`config.mk`:
```
export PLATFORM = sky130hd
export DESIGN_NAME = anim_sequencer
export DESIGN_NICKNAME = d
export VERILOG_FILES = /design/src/rtl/anim_sequencer.sv
export SDC_FILE = /design/constraint.sdc
export NUM_CORES = 1
export LEC_CHECK = 0
export CAP_MARGIN = 30
export CORE_AREA = 2 2 73 75
export DETAILED_ROUTE_END_ITERATION = 8
export DIE_AREA = 0 0 75 77
export DONT_BUFFER_PORTS = 1
export PLACE_DENSITY_LB_ADDON = 0.3
export SETUP_SLACK_MARGIN = 0.1
export SLEW_MARGIN = 20
export SYNTH_ARGS = -nofsm -noshare
export SYNTH_HDL_FRONTEND = slang
export SYNTH_SLANG_ARGS = --single-unit
export TNS_END_PERCENT = 1
```
`constraint.sdc`:
```
create_clock -name clk -period 3.5 [get_ports clk]
set_clock_uncertainty 0.1 [all_clocks]
set_input_delay 0.7 -clock clk [delete_from_list [all_inputs] [get_ports clk]]
set_output_delay 0.7 -clock clk [all_outputs]
set_load 0.05 [all_outputs]
```
`src/rtl/anim_sequencer.sv`:
```
// Sprite-animation sequencer: paces frame steps with an enable counter, commits
// them only on frame_sync, and returns registered frame-ROM pixel data.
module anim_sequencer #(
  parameter int FRAMES   = 16,
  parameter int PERIOD   = 33554432,
  parameter int COORD_W  = 8,
  parameter int PIX_W    = 16,
  parameter bit AUTOPLAY = 1'b1,
  localparam int FW = (FRAMES > 1) ? $clog2(FRAMES) : 1,
  localparam int CW = (PERIOD > 1) ? $clog2(PERIOD) : 1
) (
  input  logic                    clk,
  input  logic                    rst,
  input  logic                    play,
  input  logic                    restart,
  input  logic [1:0]              mode,
  input  logic                    frame_sync,
  input  logic [COORD_W-1:0]      ram_addr_x,
  input  logic [COORD_W-1:0]      ram_addr_y,
  output logic [FW+2*COORD_W-1:0] rom_addr,
  input  logic [PIX_W-1:0]        rom_data,
  output logic [PIX_W-1:0]        ram_data,
  output logic [FW-1:0]           frame,
  output logic                    done,
  output logic                    frame_changed
);

  typedef enum logic { DIR_UP = 1'b0, DIR_DOWN = 1'b1 } dir_t;

  localparam logic [1:0]    MODE_LOOP    = 2'd0;
  localparam logic [1:0]    MODE_PING    = 2'd1;
  localparam logic [1:0]    MODE_ONESHOT = 2'd2;
  localparam logic [1:0]    MODE_HOLD    = 2'd3;
  localparam logic [FW-1:0] FRAME_ZERO   = {FW{1'b0}};
  localparam logic [FW-1:0] FRAME_ONE    = FW'(1'b1);
  localparam logic [FW-1:0] LAST_FRAME   = FW'(FRAMES - 1);
  localparam logic [FW-1:0] PREV_LAST    = (FRAMES > 1) ? FW'(FRAMES - 2) : {FW{1'b0}};
  localparam logic [CW-1:0] CNT_MAX      = CW'(PERIOD - 1);

  logic [CW-1:0]    cnt_r, cnt_next_s;
  logic             pending_r, pending_next_s;
  logic [FW-1:0]    frame_r, frame_next_s, frame_step_s;
  dir_t             dir_r, dir_next_s, dir_step_s;
  logic             done_r, done_next_s, done_step_s;
  logic             changed_r, changed_next_s;
  logic             playing_r;
  logic [1:0]       mode_r;
  logic [PIX_W-1:0] ram_data_r;
  logic             run_s, expire_s, advance_s, mode_chg_s;

  // play is registered so that AUTOPLAY defines the playing state out of reset
  assign run_s      = playing_r && !done_r && (mode != MODE_HOLD);
  assign expire_s   = run_s && (cnt_r == CNT_MAX);
  assign advance_s  = frame_sync && run_s && (pending_r || expire_s);
  assign mode_chg_s = (mode != mode_r);

  // Candidate next frame/direction/done for the current mode
  always_comb begin
    frame_step_s = frame_r;
    dir_step_s   = dir_r;
    done_step_s  = 1'b0;
    case (mode)
      MODE_LOOP: begin
        if (frame_r == LAST_FRAME) frame_step_s = FRAME_ZERO;
        else                       frame_step_s = frame_r + FRAME_ONE;
      end
      MODE_PING: begin
        if (FRAMES == 1) begin
          frame_step_s = FRAME_ZERO;
          dir_step_s   = DIR_UP;
        end else if (dir_r == DIR_UP) begin
          if (frame_r == LAST_FRAME) begin
            frame_step_s = PREV_LAST;
            dir_step_s   = DIR_DOWN;
          end else begin
            frame_step_s = frame_r + FRAME_ONE;
            dir_step_s   = DIR_UP;
          end
        end else begin
          if (frame_r == FRAME_ZERO) begin
            frame_step_s = FRAME_ONE;
            dir_step_s   = DIR_UP;
          end else begin
            frame_step_s = frame_r - FRAME_ONE;
            dir_step_s   = DIR_DOWN;
          end
        end
      end
      MODE_ONESHOT: begin
        if (frame_r == LAST_FRAME) frame_step_s = LAST_FRAME;
        else                       frame_step_s = frame_r + FRAME_ONE;
        if (frame_step_s == LAST_FRAME) done_step_s = 1'b1;
        else                            done_step_s = 1'b0;
      end
      MODE_HOLD: begin
        frame_step_s = frame_r;
      end
      default: begin
        frame_step_s = frame_r;
      end
    endcase
  end

  // Next-state selection: restart, then advance, then timer and mode-change effects
  always_comb begin
    cnt_next_s     = cnt_r;
    pending_next_s = pending_r;
    frame_next_s   = frame_r;
    dir_next_s     = dir_r;
    done_next_s    = done_r;
    changed_next_s = 1'b0;
    if (restart) begin
      cnt_next_s     = {CW{1'b0}};
      pending_next_s = 1'b0;
      frame_next_s   = FRAME_ZERO;
      dir_next_s     = DIR_UP;
      done_next_s    = 1'b0;
      changed_next_s = (frame_r != FRAME_ZERO);
    end else begin
      if (expire_s)   cnt_next_s = {CW{1'b0}};
      else if (run_s) cnt_next_s = cnt_r + CW'(1'b1);
      else            cnt_next_s = cnt_r;
      if (advance_s) begin
        pending_next_s = 1'b0;
        frame_next_s   = frame_step_s;
        dir_next_s     = dir_step_s;
        done_next_s    = done_step_s;
        changed_next_s = (frame_step_s != frame_r);
      end else begin
        if (expire_s) pending_next_s = 1'b1;
        else          pending_next_s = pending_r;
        if (mode_chg_s) done_next_s = 1'b0;
        else            done_next_s = done_r;
      end
    end
  end

  // Sequencer state and registered pixel output
  always_ff @(posedge clk) begin
    if (rst) begin
      cnt_r      <= {CW{1'b0}};
      pending_r  <= 1'b0;
      frame_r    <= FRAME_ZERO;
      dir_r      <= DIR_UP;
      done_r     <= 1'b0;
      changed_r  <= 1'b0;
      playing_r  <= AUTOPLAY;
      mode_r     <= MODE_LOOP;
      ram_data_r <= {PIX_W{1'b0}};
    end else begin
      cnt_r      <= cnt_next_s;
      pending_r  <= pending_next_s;
      frame_r    <= frame_next_s;
      dir_r      <= dir_next_s;
      done_r     <= done_next_s;
      changed_r  <= changed_next_s;
      playing_r  <= play;
      mode_r     <= mode;
      ram_data_r <= rom_data;
    end
  end

  assign rom_addr      = {frame_r, ram_addr_y, ram_addr_x};
  assign ram_data      = ram_data_r;
  assign frame         = frame_r;
  assign done          = done_r;
  assign frame_changed = changed_r;

endmodule

```
==> Yosys cells after proc, flatten, opt, wreduce, memory -nomap -nowiden <==
Cells that the tools add are included.
{ "totals": {"regBits": 52, "input_bits": 39, "wordCells": 52} }
{ "classes": {"eq_ne": 9, "add_sub_neg": 3, "muxes": 16, "n_reduce_logical": 15} }
{ "ops": {"columns": ["op", "count"], "rows": [
  ["25-bit by 1-bit adder with 25-bit output (second input constant)", 1],
  ["25-bit equality test (second input constant)", 1],
  ["4-bit two-way mux", 6],
  ["4-bit case mux with 4 select lines", 1],
  ["1-bit two-way mux", 9],
  ["4-bit equality test (second input constant)", 2],
  ["3-bit OR reduction", 2],
  ["1-bit logical AND", 5],
  ["4-bit by 1-bit adder with 4-bit output (second input constant)", 1],
  ["2-bit equality test (second input constant)", 2],
  ["4-bit zero test", 1],
  ["4-bit inequality test", 1],
  ["4-bit nonzero test", 1],
  ["4-bit by 1-bit subtractor with 4-bit output (second input constant)", 1],
  ["2-bit by 1-bit equality test with 1-bit output (second input constant)", 1],
  ["2-bit zero test", 1],
  ["2-bit inequality test", 1],
  ["2-bit inequality test (second input constant)", 1],
  ["2-bit AND reduction", 1],
  ["2-bit nonzero test", 1],
  ["2-bit OR reduction", 1],
  ["1-bit zero test", 1],
  ["1-bit logical OR", 1]
]} }

==> Logic depth before layout (Yosys ltp) <==
Gate-level depths: netlist (run 1).
{ "depth": {"ltp_word": 8, "ltp_mapped": 8, "depth_no_buf": 7} }

==> Worst setup path before layout (run 1) <==
OpenSTA, ideal clock, no wires.
{ "synth_path": {"kind": "register to register", "start": "register frame_r[0] (netlist: frame[0])", "end": "register changed_r (netlist: frame_changed)", "slack_ns": 0.828, "stages_incl_launch_ff": 9, "required_time_ns": 3.278, "n_path_buf": 1, "arrival_ns": 2.450, "period_less_slack_ns": 2.672, "setup_time_ns": 0.122, "cell_sequence": "dfxtp_1 clkbuf_1 inv_1 ha_1 nor2b_1 o211a_1 or3_1 and3_1 o32a_1"} }
{ "synth_between": {"elab_chain_cells": 7, "elab_cells_between_ends": 15, "classes_between": "add/sub (2); eq/ne (2); mux (9); reduce/logical (2)"} }
{ "synth_rtl": {"columns": ["item", "line_no", "rtl"], "rows": [
  ["from (decl)", "42", "logic [FW-1:0] frame_r, frame_next_s, frame_step_s;"],
  ["from (signal assigned)", "153", "frame_r <= frame_next_s;"],
  ["4-bit by 1-bit adder with 4-bit output, or another cell as far along", "65, 76, 91", null],
  ["4-bit two-way mux, on equally long branches", "90, 72, 80", null],
  ["4-bit two-way mux, on equally long branches", "62, 71", null],
  ["4-bit case mux with 4 select lines", "62", "case (mode)"],
  ["4-bit inequality test", "128", "changed_next_s = (frame_step_s != frame_r);"],
  ["1-bit two-way mux", "123", "if (advance_s) begin"],
  ["1-bit two-way mux *", "112", "if (restart) begin"],
  ["to (signal assigned)", "156", "changed_r <= changed_next_s;"],
  ["to (decl)", "45", "logic changed_r, changed_next_s;"]
]} }
Mark *: on every way between the ends. The rest lies on a longest branch, timed or not. The select of a mux whose other input is x is not followed.
A chain may end at the register's enable or synchronous reset.

==> Final worst setup path (run 1) <==
{ "layout_path": {"start": "register done_r (netlist: done)", "end": "register cnt_r[9]"} }
{ "layout_between": {"elab_chain_cells": 5} }
{ "layout_rtl": {"columns": ["item", "line_no", "rtl"], "rows": [
  ["from (decl)", "44", "logic done_r, done_next_s, done_step_s;"],
  ["from (signal assigned)", "155", "done_r <= done_next_s;"],
  ["1-bit zero test *", "52", "assign run_s = playing_r && !done_r && (mode != MODE_HOLD);"],
  ["1-bit logical AND * (2 in series)", "52", null],
  ["1-bit logical AND", "53", "assign expire_s = run_s && (cnt_r == CNT_MAX);"],
  ["3-bit OR reduction (no source line)", null, null],
  ["to (signal assigned)", "141", "cnt_r <= {CW{1'b0}};"],
  ["to (signal assigned)", "151", "cnt_r <= cnt_next_s;"],
  ["to (decl)", "40", "logic [CW-1:0] cnt_r, cnt_next_s;"]
]} }
Mark *: on every way between the ends. The rest lies on a longest branch, timed or not.

==> metrics, run 1 <==
result of the run=complete, no violations; clock latency on the worst-skew pair=approximately 0.3 ns; flops & latches, synth=52; list of cells traversed by the critical path=nand2b_1, nor3_4, nand4_1, nand2_1, nor2_1; H-tree level count=2; via density per instance=5.59; global-route total usage across every layer=0.181; cell total after placement=355; predominant post-synthesis flop cell=sky130_fd_sc_hd__dfxtp_1; Worst Path Required=between 3 and 4 ns; type of destination of the critical path=flop; Post-Synthesis Cells=320; final standard cell count with taps included and fillers excluded=~360; Tightest Pin Transition=0.748 ns; maximum vdd drop=around 0.32 mV; Avg Synthesized Cell Area=8.47 um2; commonest cells after routing, fill and taps aside=sky130_fd_sc_hd__dfxtp_1, sky130_fd_sc_hd__nor2_1, sky130_fd_sc_hd__nand2_1, sky130_fd_sc_hd__nor2b_1, sky130_fd_sc_hd__xor2_1; most common library cell in the layout ignoring fill and taps=sky130_fd_sc_hd__dfxtp_1; final-layout fill cell count=between 400 and 500; number of buffers inserted by post-CTS setup repair=0; worst max-slew margin expressed relative to the limit=0.500; antenna violations before repair=0; Data arrival, critical path=approximately 2.5 ns; CTS tree=yes; sum of negative setup slack=0 ns; total iterations of the first detailed-routing run=4; initial cell density of the core=0.544; number of slew-limit violations in the final report=0; unrepaired setup endpoints after global routing=no; Core Footprint=4980 um2; type of the worst setup path=flop to flop; post-detailed-route wirelength per cell=about 14 um; via count of the first global-routing pass=approximately 1900; maximum clock insertion buffer count=2; Min-Delay Path Depth=1; Rows=26; post-synthesis cell area=approximately 2700 um2; final instance area=between 2000 and 3000 um2; Yosys warning count=0; post-synthesis sequential area ratio=0.384; vertical die dimension=77 um; count of cells along the worst register-to-register path=5; floorplan die area=between 5000 and 6000 um2; Worst setup SP type=flop; Routed Antenna Nets=0; initial drt markers=roughly 110; total number of vias=approximately 2000; total routed wirelength=4920 um; final setup violating endpoints=0; final hold violation count=0; Syn Nets=363; MaxCap Viol Count=0; placed wire-length estimate after detailed placement=approximately 3500 um; cell area reported after detailed placement=2590 um2; CP max-delay cell=sky130_fd_sc_hd__nand2_1; pin count of the biggest net entering global routing=23; async set-reset flop share out of synthesis=0; biggest fanout along the worst timing path=22; maximum single-stage delay on the critical path=a little over 0.6 ns; Max Fclk=between 400 and 500 MHz; shortest clock period the worst path allows after layout=approximately 2.4 ns; power per standard cell area=about 380 nW/um2; hold_buf cts=0; number of flops mapped to enable cells by yosys=0; final cycle utilization of the critical path=0.695; total leakage power=between 0.9 and 1 nW; wire length of the first global-routing pass=between 8000 and 9000 um; Die W=about 75 um; number of distinct library cell variants in the gate-level netlist after synthesis=56; # port buffers=0; total of cells resized after clock tree synthesis=0; clock tree root buffer cell=sky130_fd_sc_hd__clkbuf_8; net total in the final layout=335; number of antenna repair diodes=0; share of cells above drive strength 1=0.0819; Congestion Overflow GR=0; total clock sinks=52; number of DRC violations after detailed routing=0; placer's final routability congestion estimate=a little over 0.8; I/O pin count=81; Worst Hold Class=primary input to flop; layout-stage area growth over the synthesis result=-0.739%; clock transition at the registers of the reported paths=roughly 0.090 ns; CTS Buf Count=5
## layer usage
layer,share of wire,wire [um],track usage
met1,0.48,2360,0.256
met4,0.0063,31,0.0411
met2,0.44,2170,0.275
met5,0,0,0
met3,0.074,366,0.0460
## final cells by class
class,instances,area (um2),share of cell area
clock buffer,5,68.8,0.0256
clock inverter,3,27.5,0.0102
inverter,3,11.3,0.00419
multi-input combinational,224,1410,0.524
sequential,52,1040,0.387
tap,70,87.6,0.0326
timing repair buffer,6,45.0,0.0167
## state kept, by name, summed over array words and instances, names as in the netlist
name,flops
cnt_r,25
dir_r,1
done,1
frame,4
frame_changed,1
mode_r,2
pending_r,1
playing_r,1
ram_data,16
## synth_stat cells, drive strengths merged, types with 2 or more instances
library cell / n / area (um2)
nand3: 16 / 80.1
nand4: 7 / 43.8
o31ai: 2 / 15.0
and3: 8 / 50.1
nor3b: 3 / 27.5
nor3: 7 / 51.3
buf: 29 / 203
dfxtp: 52 / 1040
xor2: 17 / 149
a21oi: 7 / 35.0
o21ai: 15 / 78.8
and4: 3 / 26.3
nor2b: 22 / 138
nand2: 23 / 86.3
nor2: 35 / 131
nor4: 3 / 25.0
a211oi: 4 / 30.0
clkbuf: 12 / 46.3
ha: 4 / 50.1
xnor2: 8 / 70.1
a211o: 3 / 26.3
a31oi: 2 / 12.5
or2: 2 / 12.5
and2: 4 / 25.0
mux2i: 4 / 40.0
nand2b: 4 / 25.0
inv: 3 / 11.3
or3: 5 / 36.3
## cell families (layout without fill, tap and decap cells)
group	count (synthesis)	in the layout	share of synthesized area
compound gates	46	46	0.115
xor+xnor	25	25	0.0808
fa+ha+maj	4	4	0.0185
buf+inv	44	17	0.0960
flops	52	52	0.384
mux	5	5	0.0189
simple gates	144	144	0.287
## power breakdown
group	switching [W]	leakage (nW)	internal, W
clock network	0.000201	0.0463	0.000147
logic	0.0000219	0.479	0.0000172
registers	0.0000400	0.424	0.000604
total	0.000263	0.950	0.000768
## stage by stage
step | utilization | setup slack, ns | total power, W | hold slack (ns)
after global routing | 0.540 | 0.836 | 0.00107 | 0.337
after global placement | 0.521 | 1.04 | 0.000697 | 0.367
after floorplan | - | 0.828 | 0.000746 | 0.352
after CTS | 0.540 | 1.04 | 0.00104 | 0.344
after detailed placement | 0.521 | 0.967 | 0.000697 | 0.387
final | 0.540 | 1.07 | 0.00103 | 0.355
## worst max-delay path, delay by kind of cell, from the launching register on
kind | cells | cell delay, ns
DFF | 1 | 0.50
and+or+nand+nor | 5 | 1.70
## final timing paths
| kind | end | slack [ns] | from |
|---|---|---|---|
| max | cnt_r[9] | 1.07 | done |
| min | ram_data[7] | 0.36 | rst |
| max reg2reg | cnt_r[9] | 1.07 | done |
| min reg2reg | cnt_r[24] | 0.40 | cnt_r[24] |
No activity file was read; power rests on OpenSTA's default activity.
==> inputs of run 2 (changes only) <==
Clock period 3.5 ns to 2.25 ns, I/O delays scaled along.
==> metrics, run 2 (synthesized netlist as in run 1, its figures left out) <==
biggest fanout along the worst timing path=10 (-55%); met2 Track Usage GR=0.282 (+0.00702); antenna violations before repair=0 (unchanged); list of cells traversed by the critical path=inv_4, ha_4, nor2b_1, o211a_1, or3_1, and3_1, o32a_1; unrepaired setup endpoints after global routing=no; shortest clock period the worst path allows after layout=2.04 ns (-0.392 ns); MaxCap Viol Count=0 (unchanged); vertical die dimension=77 um (unchanged); Core Footprint=4980 um2 (unchanged); Rows=26 (unchanged); final-layout fill cell count=443 (+0.68%); commonest cells after routing, fill and taps aside=sky130_fd_sc_hd__dfxtp_1, sky130_fd_sc_hd__nor2_1, sky130_fd_sc_hd__nand2_1, sky130_fd_sc_hd__nor2b_1, sky130_fd_sc_hd__xor2_1; CTS tree=yes; total routed wirelength=5090 um (+3.4%); Max Fclk=490 MHz (+19%); net total in the final layout=345 (+3.0%); worst max-slew margin expressed relative to the limit=0.620 (+0.120); final cycle utilization of the critical path=0.908 (+0.212); Multi-input gate area=1440 um2 (+2.2%); clock tree root buffer cell=sky130_fd_sc_hd__clkbuf_8; share of cells above drive strength 1=0.135 (+0.0534); power per standard cell area=591 nW/um2 (+54%); post-detailed-route wirelength per cell=13.6 um (+0.62%); sequential cell area=1050 um2 (+0.84%); clock latency on the worst-skew pair=0.31 ns (about the same); peak-usage layer in the global routing report=met2; Setup WS post-layout=0.208 ns (-0.858 ns); initial drt markers=72 (-31%); sum of negative setup slack=0 ns (unchanged); PnR Total Power=0.00167 W (+62%); Worst Hold Class=primary input to flop; end-of-flow core utilization=0.567 (+0.0269); via density per instance=5.49 (-1.8%); met3 usage=0.0591 (+0.0131); CTS Buf Count=5 (unchanged); result of the run=complete, no violations; wire length of the first global-routing pass=8790 um (+4.2%); hold_buf cts=0 (unchanged); Tightest Pin Transition=0.564 ns (-0.184 ns); maximum clock insertion buffer count=2 (unchanged); met1 Usage GRT=0.269 (+0.0131); I/O pin count=81 (unchanged); max reg flops=25 (unchanged); global-route total usage across every layer=0.192 (+0.0113); Worst setup SP type=flop; total number of vias=2048 (+0.89%); final hold violation count=0 (unchanged); H-tree level count=2 (unchanged); pin count of the biggest net entering global routing=23 (unchanged); CP max-delay cell=sky130_fd_sc_hd__dfxtp_4; total leakage power=1.02 nW (+7.5%); maximum single-stage delay on the critical path=0.43 ns (-0.19 ns); most common library cell in the layout ignoring fill and taps=sky130_fd_sc_hd__dfxtp_1; Congestion Overflow GR=0 (unchanged); layout-stage area growth over the synthesis result=4.20%; total iterations of the first detailed-routing run=4 (unchanged); type of destination of the critical path=flop; clock transition at the registers of the reported paths=0.09 ns (about the same); type of the worst setup path=flop to flop; Data arrival, critical path=2.13 ns (-0.37 ns); Worst Path Required=2.34 ns (-1.22 ns); number of antenna repair diodes=0 (unchanged); minimum setup slack after placement=0.192 ns (-0.775 ns); floorplan die area=5780 um2 (unchanged); total clock sinks=52 (unchanged); number of DRC violations after detailed routing=0 (unchanged); via count of the first global-routing pass=1995 (+4.7%); Die W=75 um (unchanged); # port buffers=0 (unchanged); final setup violating endpoints=0 (unchanged); number of slew-limit violations in the final report=0 (unchanged); initial cell density of the core=0.544 (unchanged); hold slack=0.102 ns (-0.253 ns); Routed Antenna Nets=0 (unchanged); placer's final routability congestion estimate=0.803 (-0.20%); placed wire-length estimate after detailed placement=3610 um (+2.8%); Biggest register=cnt_r; maximum vdd drop=0.501 mV (+59%)
==> run 2: cell count changes in the layout (fill, tap and decap cells not counted), sizes merged <==
cell	before	now
buf	6	16
clkbuf	5	6
clkinvlp	1	0
==> run 2: worst paths after layout <==
check,slack (ns),to,cells past startpoint,from
worst max-delay path,0.21,frame_changed,7,frame[1]
worst min-delay path,0.10,ram_data[5],1,rst
worst max register to register,0.21,frame_changed,7,frame[1]
worst min register to register,0.40,cnt_r[24],2,cnt_r[24]
==> run 2: metrics by stage <==
step | cell area [um2] | cells
6_report | 2820 | 373
4_1_cts | 2800 | 372
2_1_floorplan | 2760 | 320
5_1_grt | 2820 | 373
3_5_place_dp | 2690 | 364
3_3_place_gp | 2690 | 364
==> run 2: layout make-up <==
class | count | area share
Multi-Input combinational cell | 224 | 0.510
Sequential cell | 52 | 0.372
Inverter | 3 | 0.00576
Timing Repair Buffer | 16 | 0.0425
Clock buffer | 6 | 0.0332
Clock inverter | 2 | 0.00576
Tap cell | 70 | 0.0310
==> run 2: critical path: cells and delay by family, from the launching register on <==
family	cells	cell delay [ns]
buffers and inverters	1	0.05
AOI/OAI and AO/OA	2	0.59
DFF	1	0.43
adders and majority gates	1	0.15
and+or+nand+nor	3	0.60
==> run 2: what timing repair did <==
item / 4_1_cts / 5_1_grt
buffers inserted: 0 / 1
gates resized for setup: 0 / 3
setup endpoints to repair: 0 / 1
==> run 2: metal layers <==
metal,vias to the layer above,wire (um)
met5,-,0
met4,0,39
met3,4,302
met2,60,2280
met1,937,2470
li1,1047,-
==> run 2: report_power, final <==
group          internal (W)  switching, W  leakage (nW)  total [W]
clock              0.000293      0.000312        0.0582   0.000604
sequential         0.000937     0.0000624         0.426   0.000999
combinational     0.0000306     0.0000350         0.537  0.0000656
total               0.00126      0.000409          1.02    0.00167
